$ cat src/rtl/vend_pkg.sv
// rtl/vend_pkg.sv - shared types for the vending credit controller
package vend_pkg;

  localparam int UNIT_VALUE = 5;

  typedef enum logic [1:0] {
    COLLECT = 2'd0,
    VEND    = 2'd1,
    CHANGE  = 2'd2
  } state_t;

  typedef enum logic [1:0] {
    OP_HOLD      = 2'd0,
    OP_ADD       = 2'd1,
    OP_SUB_PRICE = 2'd2,
    OP_DEC       = 2'd3
  } credit_op_t;

endpackage

$ cat src/rtl/vend_credit_acc.sv
// rtl/vend_credit_acc.sv - credit register with add, subtract-price and decrement ops
module vend_credit_acc
  import vend_pkg::*;
#(
  parameter int PRICE    = 3,
  parameter int COIN_W   = 2,
  parameter int CREDIT_W = 4
) (
  input  logic                clk,
  input  logic                reset,
  input  credit_op_t          op,
  input  logic [COIN_W-1:0]   coin_units,
  output logic [CREDIT_W-1:0] credit,
  output logic                add_ok,
  output logic                price_met
);

  localparam logic [CREDIT_W:0]   MAX_CREDIT = {1'b0, {CREDIT_W{1'b1}}};
  localparam logic [CREDIT_W-1:0] PRICE_U    = CREDIT_W'(PRICE);

  logic [CREDIT_W-1:0] credit_q, credit_d;
  logic [CREDIT_W:0]   sum;

  // Extra carry bit so an overflowing coin is detected instead of wrapping.
  always_comb begin
    sum       = {1'b0, credit_q} + (CREDIT_W+1)'(coin_units);
    add_ok    = (coin_units != '0) && (sum <= MAX_CREDIT);
    price_met = (credit_q >= PRICE_U);
  end

  always_comb begin
    credit_d = credit_q;
    case (op)
      OP_ADD:       credit_d = sum[CREDIT_W-1:0];
      OP_SUB_PRICE: credit_d = credit_q - PRICE_U;
      OP_DEC:       credit_d = credit_q - CREDIT_W'(1);
      default:      credit_d = credit_q;
    endcase
  end

  always_ff @(posedge clk or posedge reset) begin
    if (reset) begin
      credit_q <= '0;
    end else begin
      credit_q <= credit_d;
    end
  end

  assign credit = credit_q;

endmodule

$ cat src/rtl/vend_credit_ctrl.sv
// rtl/vend_credit_ctrl.sv - vending FSM: collect coins, vend one item, pay change or refund
module vend_credit_ctrl
  import vend_pkg::*;
#(
  parameter int PRICE    = 3,
  parameter int COIN_W   = 2,
  parameter int CREDIT_W = 4,
  parameter int CNT_W    = 8
) (
  input  logic                clk,
  input  logic                reset,
  input  logic                coin_valid,
  input  logic [COIN_W-1:0]   coin_units,
  input  logic                cancel,
  input  logic                change_ack,
  output logic                coin_reject,
  output logic                item,
  output logic                change_req,
  output logic [CREDIT_W-1:0] credit,
  output logic                busy,
  output logic [CNT_W-1:0]    sales
);

  localparam logic [1:0] ST_COLLECT = COLLECT;
  localparam logic [1:0] ST_VEND    = VEND;
  localparam logic [1:0] ST_CHANGE  = CHANGE;

  logic [1:0]       state_q, state_d;
  logic [CNT_W-1:0] sales_q, sales_d;
  logic             coin_reject_q, coin_reject_d;
  logic             accept, add_ok, price_met;
  credit_op_t       op;

  vend_credit_acc #(
    .PRICE    (PRICE),
    .COIN_W   (COIN_W),
    .CREDIT_W (CREDIT_W)
  ) u_acc (
    .clk        (clk),
    .reset      (reset),
    .op         (op),
    .coin_units (coin_units),
    .credit     (credit),
    .add_ok     (add_ok),
    .price_met  (price_met)
  );

  // Vend beats cancel beats coin; a coin is only ever accepted in plain collect.
  always_comb begin
    state_d    = ST_COLLECT;
    sales_d    = sales_q;
    op         = OP_HOLD;
    accept     = 1'b0;
    item       = 1'b0;
    change_req = 1'b0;
    busy       = 1'b0;
    case (state_q)
      ST_COLLECT: begin
        state_d = ST_COLLECT;
        if (price_met) begin
          state_d = ST_VEND;
          op      = OP_SUB_PRICE;
        end else if (cancel && (credit != '0)) begin
          state_d = ST_CHANGE;
        end else if (coin_valid && add_ok) begin
          op     = OP_ADD;
          accept = 1'b1;
        end
      end
      ST_VEND: begin
        item    = 1'b1;
        busy    = 1'b1;
        sales_d = sales_q + CNT_W'(1);
        state_d = (credit != '0) ? ST_CHANGE : ST_COLLECT;
      end
      ST_CHANGE: begin
        change_req = 1'b1;
        busy       = 1'b1;
        state_d    = ST_CHANGE;
        if (credit == '0) begin
          state_d = ST_COLLECT;
        end else if (change_ack) begin
          op = OP_DEC;
          if (credit == CREDIT_W'(1)) state_d = ST_COLLECT;
        end
      end
      default: state_d = ST_COLLECT;
    endcase
    coin_reject_d = coin_valid && !accept;
  end

  always_ff @(posedge clk or posedge reset) begin
    if (reset) begin
      state_q       <= ST_COLLECT;
      sales_q       <= '0;
      coin_reject_q <= 1'b0;
    end else begin
      state_q       <= state_d;
      sales_q       <= sales_d;
      coin_reject_q <= coin_reject_d;
    end
  end

  assign coin_reject = coin_reject_q;
  assign sales       = sales_q;

endmodule

$ cat config.mk
export PLATFORM = sky130hd
export DESIGN_NAME = vend_credit_ctrl
export DESIGN_NICKNAME = d
export VERILOG_FILES = /design/src/rtl/vend_pkg.sv /design/src/rtl/vend_credit_acc.sv /design/src/rtl/vend_credit_ctrl.sv
export SDC_FILE = /design/constraint.sdc
export NUM_CORES = 1
export LEC_CHECK = 0
export CAP_MARGIN = 20
export CORE_MARGIN = 2
export CORE_UTILIZATION = 40
export CTS_CLUSTER_SIZE = 20
export DETAILED_ROUTE_END_ITERATION = 8
export GPL_ROUTABILITY_DRIVEN = 1
export PLACE_DENSITY_LB_ADDON = 0.3
export SYNTH_ARGS = -nofsm -noshare
export SYNTH_HDL_FRONTEND = slang
export SYNTH_SLANG_ARGS = --single-unit
$ cat constraint.sdc
create_clock -name clk -period 5.3 [get_ports clk]
set_clock_uncertainty 0.15 [all_clocks]
set_input_delay 1.06 -clock clk [delete_from_list [all_inputs] [get_ports clk]]
set_output_delay 1.06 -clock clk [all_outputs]
set_load 0.05 [all_outputs]
# After elaboration in Yosys (flattened, before gate mapping)

Cells that the tools add are included.

Bits in registers: 15
Bits of input ports: 7
Output and inout bits: 16
Word-level logic and storage cells: 48

$add $sub $neg: 4
Order comparisons: 2
Equality and inequality tests: 6
Mux-type cells: 21
Reductions and logical operators: 11

Operator list:

| cell                | number |
|---|---|
| $mux 2              | 9 |
| $pmux 4 s3          | 1 |
| $mux 1              | 9 |
| $add 8x1->8 const B | 1 |
| $eq 2x2->1 const B  | 3 |
| $pmux 2 s3          | 1 |
| $add 4x2->5         | 1 |
| $le 5x4->1 const B  | 1 |
| $eq 2x1->1 const B  | 2 |
| $eq 4x1->1 const B  | 1 |
| $ge 4x2->1 const B  | 1 |
| $logic_and 1x1->1   | 4 |
| $logic_not 4->1     | 1 |
| $pmux 2 s2          | 1 |
| $reduce_bool 4->1   | 1 |
| $sub 4x1->4 const B | 1 |
| $sub 4x2->4 const B | 1 |
| $reduce_bool 3->1   | 1 |
| $logic_not 2->1     | 1 |
| $reduce_bool 2->1   | 1 |
| $reduce_or 2->1     | 1 |
| $logic_not 1->1     | 1 |

# Depth between registers and ports, before layout

Gate-level depths: netlist of run 1.

Word-level depth: 10
Gate-level depth with buffers: 7
Gate-level depth less buffers: 7

# Hierarchy

Synthesis of run 1 repeated with hierarchy kept, for this count alone.

Cells, all modules: 96
Area, all modules: 967.2 µm²

By module, submodules not included:

| module           | times used | cells each | area an instance (µm²) | sequential area each (µm²) |
|---|---|---|---|---|
| vend_credit_ctrl | 1          | 51         | 560.5                  | 275.3 |
| vend_credit_acc  | 1          | 45         | 406.6                  | 100.1 |

# Least setup slack after synthesis of run 1

Ideal clock, no wire load.

Path kind: input to register
Start point: input port coin_units[0]
End point: register u_acc.credit_q[2], in the netlist u_acc.credit[2]
Setup time: 126 ps
Data arrival time: 2240 ps
Data required time: 5024 ps
Slack: 2784 ps
Cell stages on the path: 7
Buffers on the path: 0
Cells stage by stage: ha_1 -> inv_1 -> fa_1 -> xnor2_1 -> nand3_1 -> o31ai_2 -> o32a_1

Longest elaborated chain between the ends: 10
Elaborated cells between the ends (all ways): 14
Those cells by class: add/sub (1); order compare (1); eq/ne (3); mux (5); reduce/logical (4)

Ends and longest elaborated chain:

| item                                            | RTL line               | source |
|---|---|---|
| start, declared                                 | vend_credit_ctrl.sv:13 | `input logic [COIN_W-1:0] coin_units,` |
| $add 4x2->5                                     | vend_credit_acc.sv:26  | `sum = {1'b0, credit_q} + (CREDIT_W+1)'(coin_units);` |
| $le 5x4->1                                      | vend_credit_acc.sv:27  | `add_ok = (coin_units != '0) && (sum <= MAX_CREDIT);` |
| $logic_and 1x1->1                               | vend_credit_acc.sv:27  |  |
| $logic_and 1x1->1                               | vend_credit_ctrl.sv:65 | `end else if (coin_valid && add_ok) begin` |
| $mux 1                                          | vend_credit_ctrl.sv:65 |  |
| $mux 1                                          | vend_credit_ctrl.sv:63 | `end else if (cancel && (credit != '0)) begin` |
| $mux 2                                          | vend_credit_ctrl.sv:60 | `if (price_met) begin` |
| $pmux 2 s2                                      | vend_credit_ctrl.sv:57 | `case (state_q)` |
| $eq 2x2->1 or $eq 2x1->1 (tied branches)        | vend_credit_acc.sv:33  | `case (op)` |
| $pmux 4 s3 or $reduce_bool 3->1 (tied branches) | n/a                    |  |
| end signal, assigned                            | vend_credit_acc.sv:45  | `credit_q <= credit_d;` |
| end, declared                                   | vend_credit_acc.sv:21  | `logic [CREDIT_W-1:0] credit_q, credit_d;` |

Several ways; a longest one is shown, not always the timed one.
A chain may end at the register's enable or synchronous reset.

# Final worst setup path of run 1

Start point: register state_q[1]
End point: output port item

Longest elaborated chain between the ends: 2

Ends and longest elaborated chain:

| item                   | RTL line               | source |
|---|---|---|
| start, declared        | vend_credit_ctrl.sv:28 | `logic [1:0] state_q, state_d;` |
| start signal, assigned | vend_credit_ctrl.sv:98 | `state_q <= state_d;` |
| $eq 2x1->1             | vend_credit_ctrl.sv:57 |  |
| $mux 1                 | vend_credit_ctrl.sv:57 |  |
| end, declared          | vend_credit_ctrl.sv:17 | `output logic item,` |

No other way between the ends.

==> reports/metrics.cfg, run 1 <==
[critical_path]
r2r_slack_ns=2.80
crit_chain=inv_1, ha_1, clkdlybuf4s50_1
start_kind=flip-flop
r2r_end=u_acc.credit[0]
slowest_stage=clkdlybuf4s50_1
cp_slowest_stage_delay_ns=0.87
criticalPathCategory=flip-flop to primary output
worst-path-max-fanout=8
crit_arrival_ns=1.98
critPathCaptureType=primary output
critPathRequiredTime_ns=4.09
r2r-start=u_acc.credit[0]
r2r_cells=5

[min_path]
min_from=sales[7]
worstHoldEndpoint=sales[7]
hold_class=flip-flop to flip-flop
whs_path_depth=1

[drt]
drtPass1Iterations=4
first_iter_violations=11
drc=0
vias=834
drt_wl_total_mm=2.22
drtAntennaViolNets=0
viasPerCell=5.45
routedWlPerCell_microns=14.5

[clock_tree]
clock_path_buffers=2
cts_buffers=3
cts-resized-gates=0
cts.sink_count=15
clock_latency_ns=0.28
cts_tree=done
cts_setup_buffers=0
htreeDepth=1
cts_hold_buf=0
clk_pin_slew_ns=0.09
cts_root_buf=clkbuf_4

[run_status]
outcome=finished, final reports clean

[timing]
timing.final.ws_setup_ns=2.11
period_share_pct=60.1
fmax_mhz=314
slew_violations=0
worst_slew_pin_slew_ns=0.607
setup_viol=0
period_needed_ns=3.19
final.setup.tns_ns=0
rsz0062_at_grt=no
holdWs_ns=0.325
hold_viol_final=0
slew-limit-headroom_pct=59.5

[logic_synthesis]
synth_cells=100
synth_ff_type=dfrtp_1
synth_top_family_by_area=simple AND/OR/NAND/NOR gates
yosysTopAreaCell=dfrtp_1
synth.top_cell.area_share_pct=37.4
synth_compound_area_share_pct=16.8
ys_seq_area_share_pct=37.4
synthMuxAreaShare_pct=1.12
syn-cell-area_sq_mm=0.00100
ys_async_sr_fraction_pct=100
syn_nets=117
avgSynthCellArea_sq_um=10.0
synth-simple-area-share_pct=18.5
ys_ff_latch=15
synth_area_leaders=dfrtp_1 37%, ha_1 11%, xnor2_1 4.4%
synth_edf_count=0
synth_adder_area_share_pct=13.2
synth.distinct_cells=39
synth-xor-area-share_pct=6.98
synth_common_cells=15 x dfrtp_1, 10 x inv_1, 9 x ha_1, 9 x nor2_1
yosysMostFrequentCell=dfrtp_1
yosys_warnings=0

[global_route]
grt_pass1_wl_mm=3.69
track_usage_pct=17.6
antenna_found_initial=0
first_global_vias=807
grt_max_degree=16
grt_overflow=0

[layout]
diodes=0
nets=141
areaGrowthSynthToFinish_pct=26.1
final_layout_size_suffix_gt1_share_pct=10.6

[place]
place_ws_ns=2.18
io_buffers=22
gp_congestion=0.925
dpl.hpwl_mm=1.69

[power]
leakagePower_nw=0.552
ir_drop_mv=0.467
p_per_area_mw_per_mm2=704

[run]
cap_violations=0

[floorplan]
die_w_microns=54.1
pin_count=23
initial_core_util_pct=41.3
rows=18
dieArea_sq_mm=0.00293
core_sq_mm=0.00243
dieHeight_microns=54.1

-- state kept, by name, summed over array words and instances (netlist names) --
register and flops:
state_q 2, coin_reject 1, u_acc.credit 4, sales 8
-- worst max-delay path: cells and delay by family, from the launching register on --
kind	cells	cell delay, ns
buffers and inverters	2	0.95
adders and majority gates	1	0.33
DFF	1	0.41
-- cells in the final DEF (no fill, tap or decap), drive strengths merged --
cell,n
a31oi,1
clkbuf,4
a21oi,2
inv,10
o221ai,1
xor2,3
or3b,1
a2111o,1
nand2,5
nor3,2
mux2,1
o31ai,2
fa,1
a2bb2oi,1
o22ai,1
or3,2
dfrtp,15
a211oi,3
o221a,1
nor3b,4
nand4,3
and3,2
a21o,1
a311oi,1
o21ai,3
ha,9
or4b,1
and2b,1
o31a,1
nor2,9
o32a,1
xnor2,5
clkdlybuf4s50,22
nand3,3
-- power by group --
part	leakage, nW	switching [mW]	total [mW]	internal [mW]
Clock	0.0150	0.0383	0.0675	0.0292
Sequential	0.185	0.0701	0.231	0.160
Combinational	0.352	0.361	0.592	0.232
Total	0.552	0.469	0.891	0.422
-- cell families (layout without fill, tap and decap cells) --
group	count (synthesis)	count (layout)
fa+ha+maj	10	10
simple gates	33	33
flops	15	15
compound gates	20	20
buf+inv	13	36
xor+xnor	8	8
mux	1	1
-- worst max-delay path by stage --
stage                     slack (ns)         endpoint           from
after floorplan                 2.78  u_acc.credit[2]  coin_units[0]
after global placement          2.25  u_acc.credit[2]  coin_units[0]
after detailed placement        2.18  u_acc.credit[2]  coin_units[0]
after CTS                       2.08             item     state_q[1]
after global routing            2.02             item     state_q[1]
final                           2.11             item     state_q[1]
-- layer usage --
| layer | global-route usage (%) | vias up | routed length (microns) | part of all wire, % |
|---|---|---|---|---|
| met2 | 30.7 | 22 | 1070 | 48 |
| li1 | - | 403 | - | - |
| met5 | 0 | - | 0 | 0 |
| met4 | 6.25 | 0 | 19 | 0.86 |
| met3 | 2.50 | 2 | 92 | 4.1 |
| met1 | 21.8 | 407 | 1030 | 47 |
-- stage by stage --
step | instance area (sq um) | std cells | util [%] | power [mW]
after global routing | 1260 | 153 | 52.0 | 0.958
after floorplan | 1000 | 100 | - | 0.668
final | 1260 | 153 | 52.0 | 0.891
after CTS | 1260 | 153 | 52.0 | 0.899
after global placement | 1240 | 149 | 50.9 | 0.816
after detailed placement | 1240 | 149 | 50.9 | 0.828
-- final cells by class --
type,instances,area (sq um)
Fill cell,248,1170
Timing Repair Buffer,22,220
Inverter,10,37.5
Tap cell,30,37.5
Clock buffer,4,26.3
Multi-Input combinational cell,72,568
Sequential cell,15,375
Note: power is estimated with default switching activity, not from simulation.
==> run 2: changes to the inputs <==
clock period = 2.84 ns   (was 5.3 ns; I/O delays follow)
==> reports/metrics.cfg, run 2 (synthesis results as in run 1) <==
[run_status]
outcome=finished, final reports clean

[critical_path]
worst-path-max-fanout=8  ; unchanged
r2r_cells=6  ; +1
cp_slowest_stage_delay_ns=0.88  ; about the same
critPathTopFamily=buffers and inverters
critPathCaptureType=primary output
crit_start=state_q[1]
critPathRequiredTime_ns=2.12  ; -1.97 ns
crit_arrival_ns=2.00  ; +0.02 ns
crit_chain=inv_1, ha_1, clkdlybuf4s50_1
slowest_stage=clkdlybuf4s50_1
crit_buf_inv=2  ; unchanged
r2r_slack_ns=0.33  ; -2.47 ns
start_kind=flip-flop
criticalPathCategory=flip-flop to primary output
r2r_end=u_acc.credit[2]
r2r-start=u_acc.credit[0]

[power]
p_comb_share_pct=67.5  ; +1.0 points
power_switching_mw=0.888  ; +89%
p_int_mw=0.807  ; +91%
p_per_area_mw_per_mm2=1310  ; +87%
ir_drop_mv=0.734  ; +57%
power_mw=1.69  ; +90%
pwr-share-seq_pct=24.9  ; -1.0 points
clkPwrFrac_pct=7.5  ; about the same
leakagePower_nw=0.570  ; +3.2%
switching_share_pct=52.4  ; -0.27 points

[global_route]
grt_pass1_wl_mm=3.64  ; -1.3%
antenna_found_initial=0  ; unchanged
grt_overflow=0  ; unchanged
grt_max_degree=16  ; unchanged
first_global_vias=813  ; +0.74%
track_usage_pct=18.1  ; +0.57 points

[timing]
period_share_pct=95.7
final.setup.tns_ns=0  ; unchanged
worst_slew_pin_slew_ns=0.610  ; +0.00249 ns
period_needed_ns=2.72
slew_violations=0  ; unchanged
slew-limit-headroom_pct=59.3  ; -0.17 points
rsz0062_at_grt=no
hold_viol_final=0  ; unchanged
setup_viol=0  ; unchanged
fmax_mhz=368

[place]
io_buffers=22  ; unchanged
dpl.hpwl_mm=1.70  ; +0.69%
placed_area_sq_mm=0.00126  ; +1.8%
gp_congestion=0.935  ; +1.1%

[min_path]
worstHoldEndpoint=sales[7]
whs_path_depth=1  ; unchanged
hold_class=flip-flop to flip-flop
min_from=sales[7]

[layout]
diodes=0  ; unchanged
stdcell_area_sq_mm=0.00129  ; +1.9%
seq_area_sq_um=375  ; unchanged
multi_input_area_sq_um=568  ; unchanged
mostFrequentLayoutCells=22 x clkdlybuf4s50_1, 15 x dfrtp_1, 10 x inv_1, 9 x nor2_1, 9 x ha_1
nets=144  ; +2.1%
largest_register_ffs=8  ; unchanged
nFillCells=233  ; -6.0%
final_layout_size_suffix_gt1_share_pct=13.5  ; +2.9 points
areaGrowthSynthToFinish_pct=28.4
layout_commonest_cell=clkdlybuf4s50_1
postLayoutCoreUtil_pct=53.0  ; +0.98 points

[floorplan]
die_w_microns=54.1  ; unchanged
dieHeight_microns=54.1  ; unchanged
core_sq_mm=0.00243  ; unchanged
pin_count=23  ; unchanged
dieArea_sq_mm=0.00293  ; unchanged
initial_core_util_pct=41.3  ; unchanged
rows=18  ; unchanged

[clock_tree]
cts_setup_buffers=0  ; unchanged
cts-resized-gates=0  ; unchanged
cts.sink_count=15  ; unchanged
cts_hold_buf=0  ; unchanged
cts_tree=done
clk_pin_slew_ns=0.09  ; about the same
cts_buffers=3  ; unchanged
clock_latency_ns=0.29  ; about the same
clock_path_buffers=2  ; unchanged
htreeDepth=1  ; unchanged
cts_root_buf=clkbuf_4

[drt]
drtPass1Iterations=4  ; unchanged
drtAntennaViolNets=0  ; unchanged
viasPerCell=5.47  ; +0.31%
drt_wl_total_mm=2.22  ; +0.18%
routedWlPerCell_microns=14.2  ; -1.7%
vias=853  ; +2.3%
first_iter_violations=23  ; +12
drc=0  ; unchanged

[run]
cap_violations=0  ; unchanged

-- run 2: changes by cell type in the layout (fill, tap and decap cells not counted), sizes merged --
cell,before,now
buf,0,3
clkbuf,4,3
clkinv,0,1
-- run 2: power by group through the flow --
| stage | combinational [mW] | sequential (mW) | clock, mW |
|---|---|---|---|
| CTS | 1.15 | 0.422 | 0.133 |
| global route | 1.23 | 0.441 | 0.147 |
| finish | 1.14 | 0.423 | 0.127 |
| global placement | 1.13 | 0.419 | 0 |
| floorplan | 0.622 | 0.624 | 0 |
| detailed placement | 1.15 | 0.426 | 0 |
-- run 2: stage by stage --
step | setup slack [ns] | hold WS [ns] | std cells
after floorplan | 0.326 | 0.319 | 100
after global placement | 0.284 | 0.306 | 152
after detailed placement | 0.252 | 0.311 | 152
after CTS | 0.0830 | 0.327 | 156
after global routing | 0.0148 | 0.348 | 156
final | 0.121 | 0.325 | 156
-- run 2: worst max path at each step --
| stage | endpoint | cells past startpoint | slack, ns |
|---|---|---|---|
| CTS | item | 3 | 0.08 |
| global route | item | 3 | 0.01 |
| global placement | u_acc.credit[2] | 8 | 0.28 |
| finish | item | 3 | 0.12 |
| floorplan | u_acc.credit[2] | 6 | 0.33 |
| detailed placement | u_acc.credit[2] | 8 | 0.25 |
-- run 2: cell type report --
| cell class | count | share of cell area (%) |
|---|---|---|
| multi-input cells | 72 | 44.1 |
| flip-flops and latches | 15 | 29.1 |
| well taps | 30 | 2.91 |
| clock buffers | 3 | 1.75 |
| repair buffers | 25 | 18.8 |
| clock inverters | 1 | 0.388 |
| inverters | 10 | 2.91 |
-- run 2: layer usage --
metal | global-route usage, % | routed length (microns) | vias up | share of wire, %
met4 | 8.33 | 32 | 0 | 1.4
met2 | 31.9 | 1120 | 29 | 50
met1 | 21.0 | 949 | 410 | 43
li1 | - | - | 410 | -
met5 | 0 | 0 | - | 0
met3 | 3.61 | 117 | 4 | 5.3
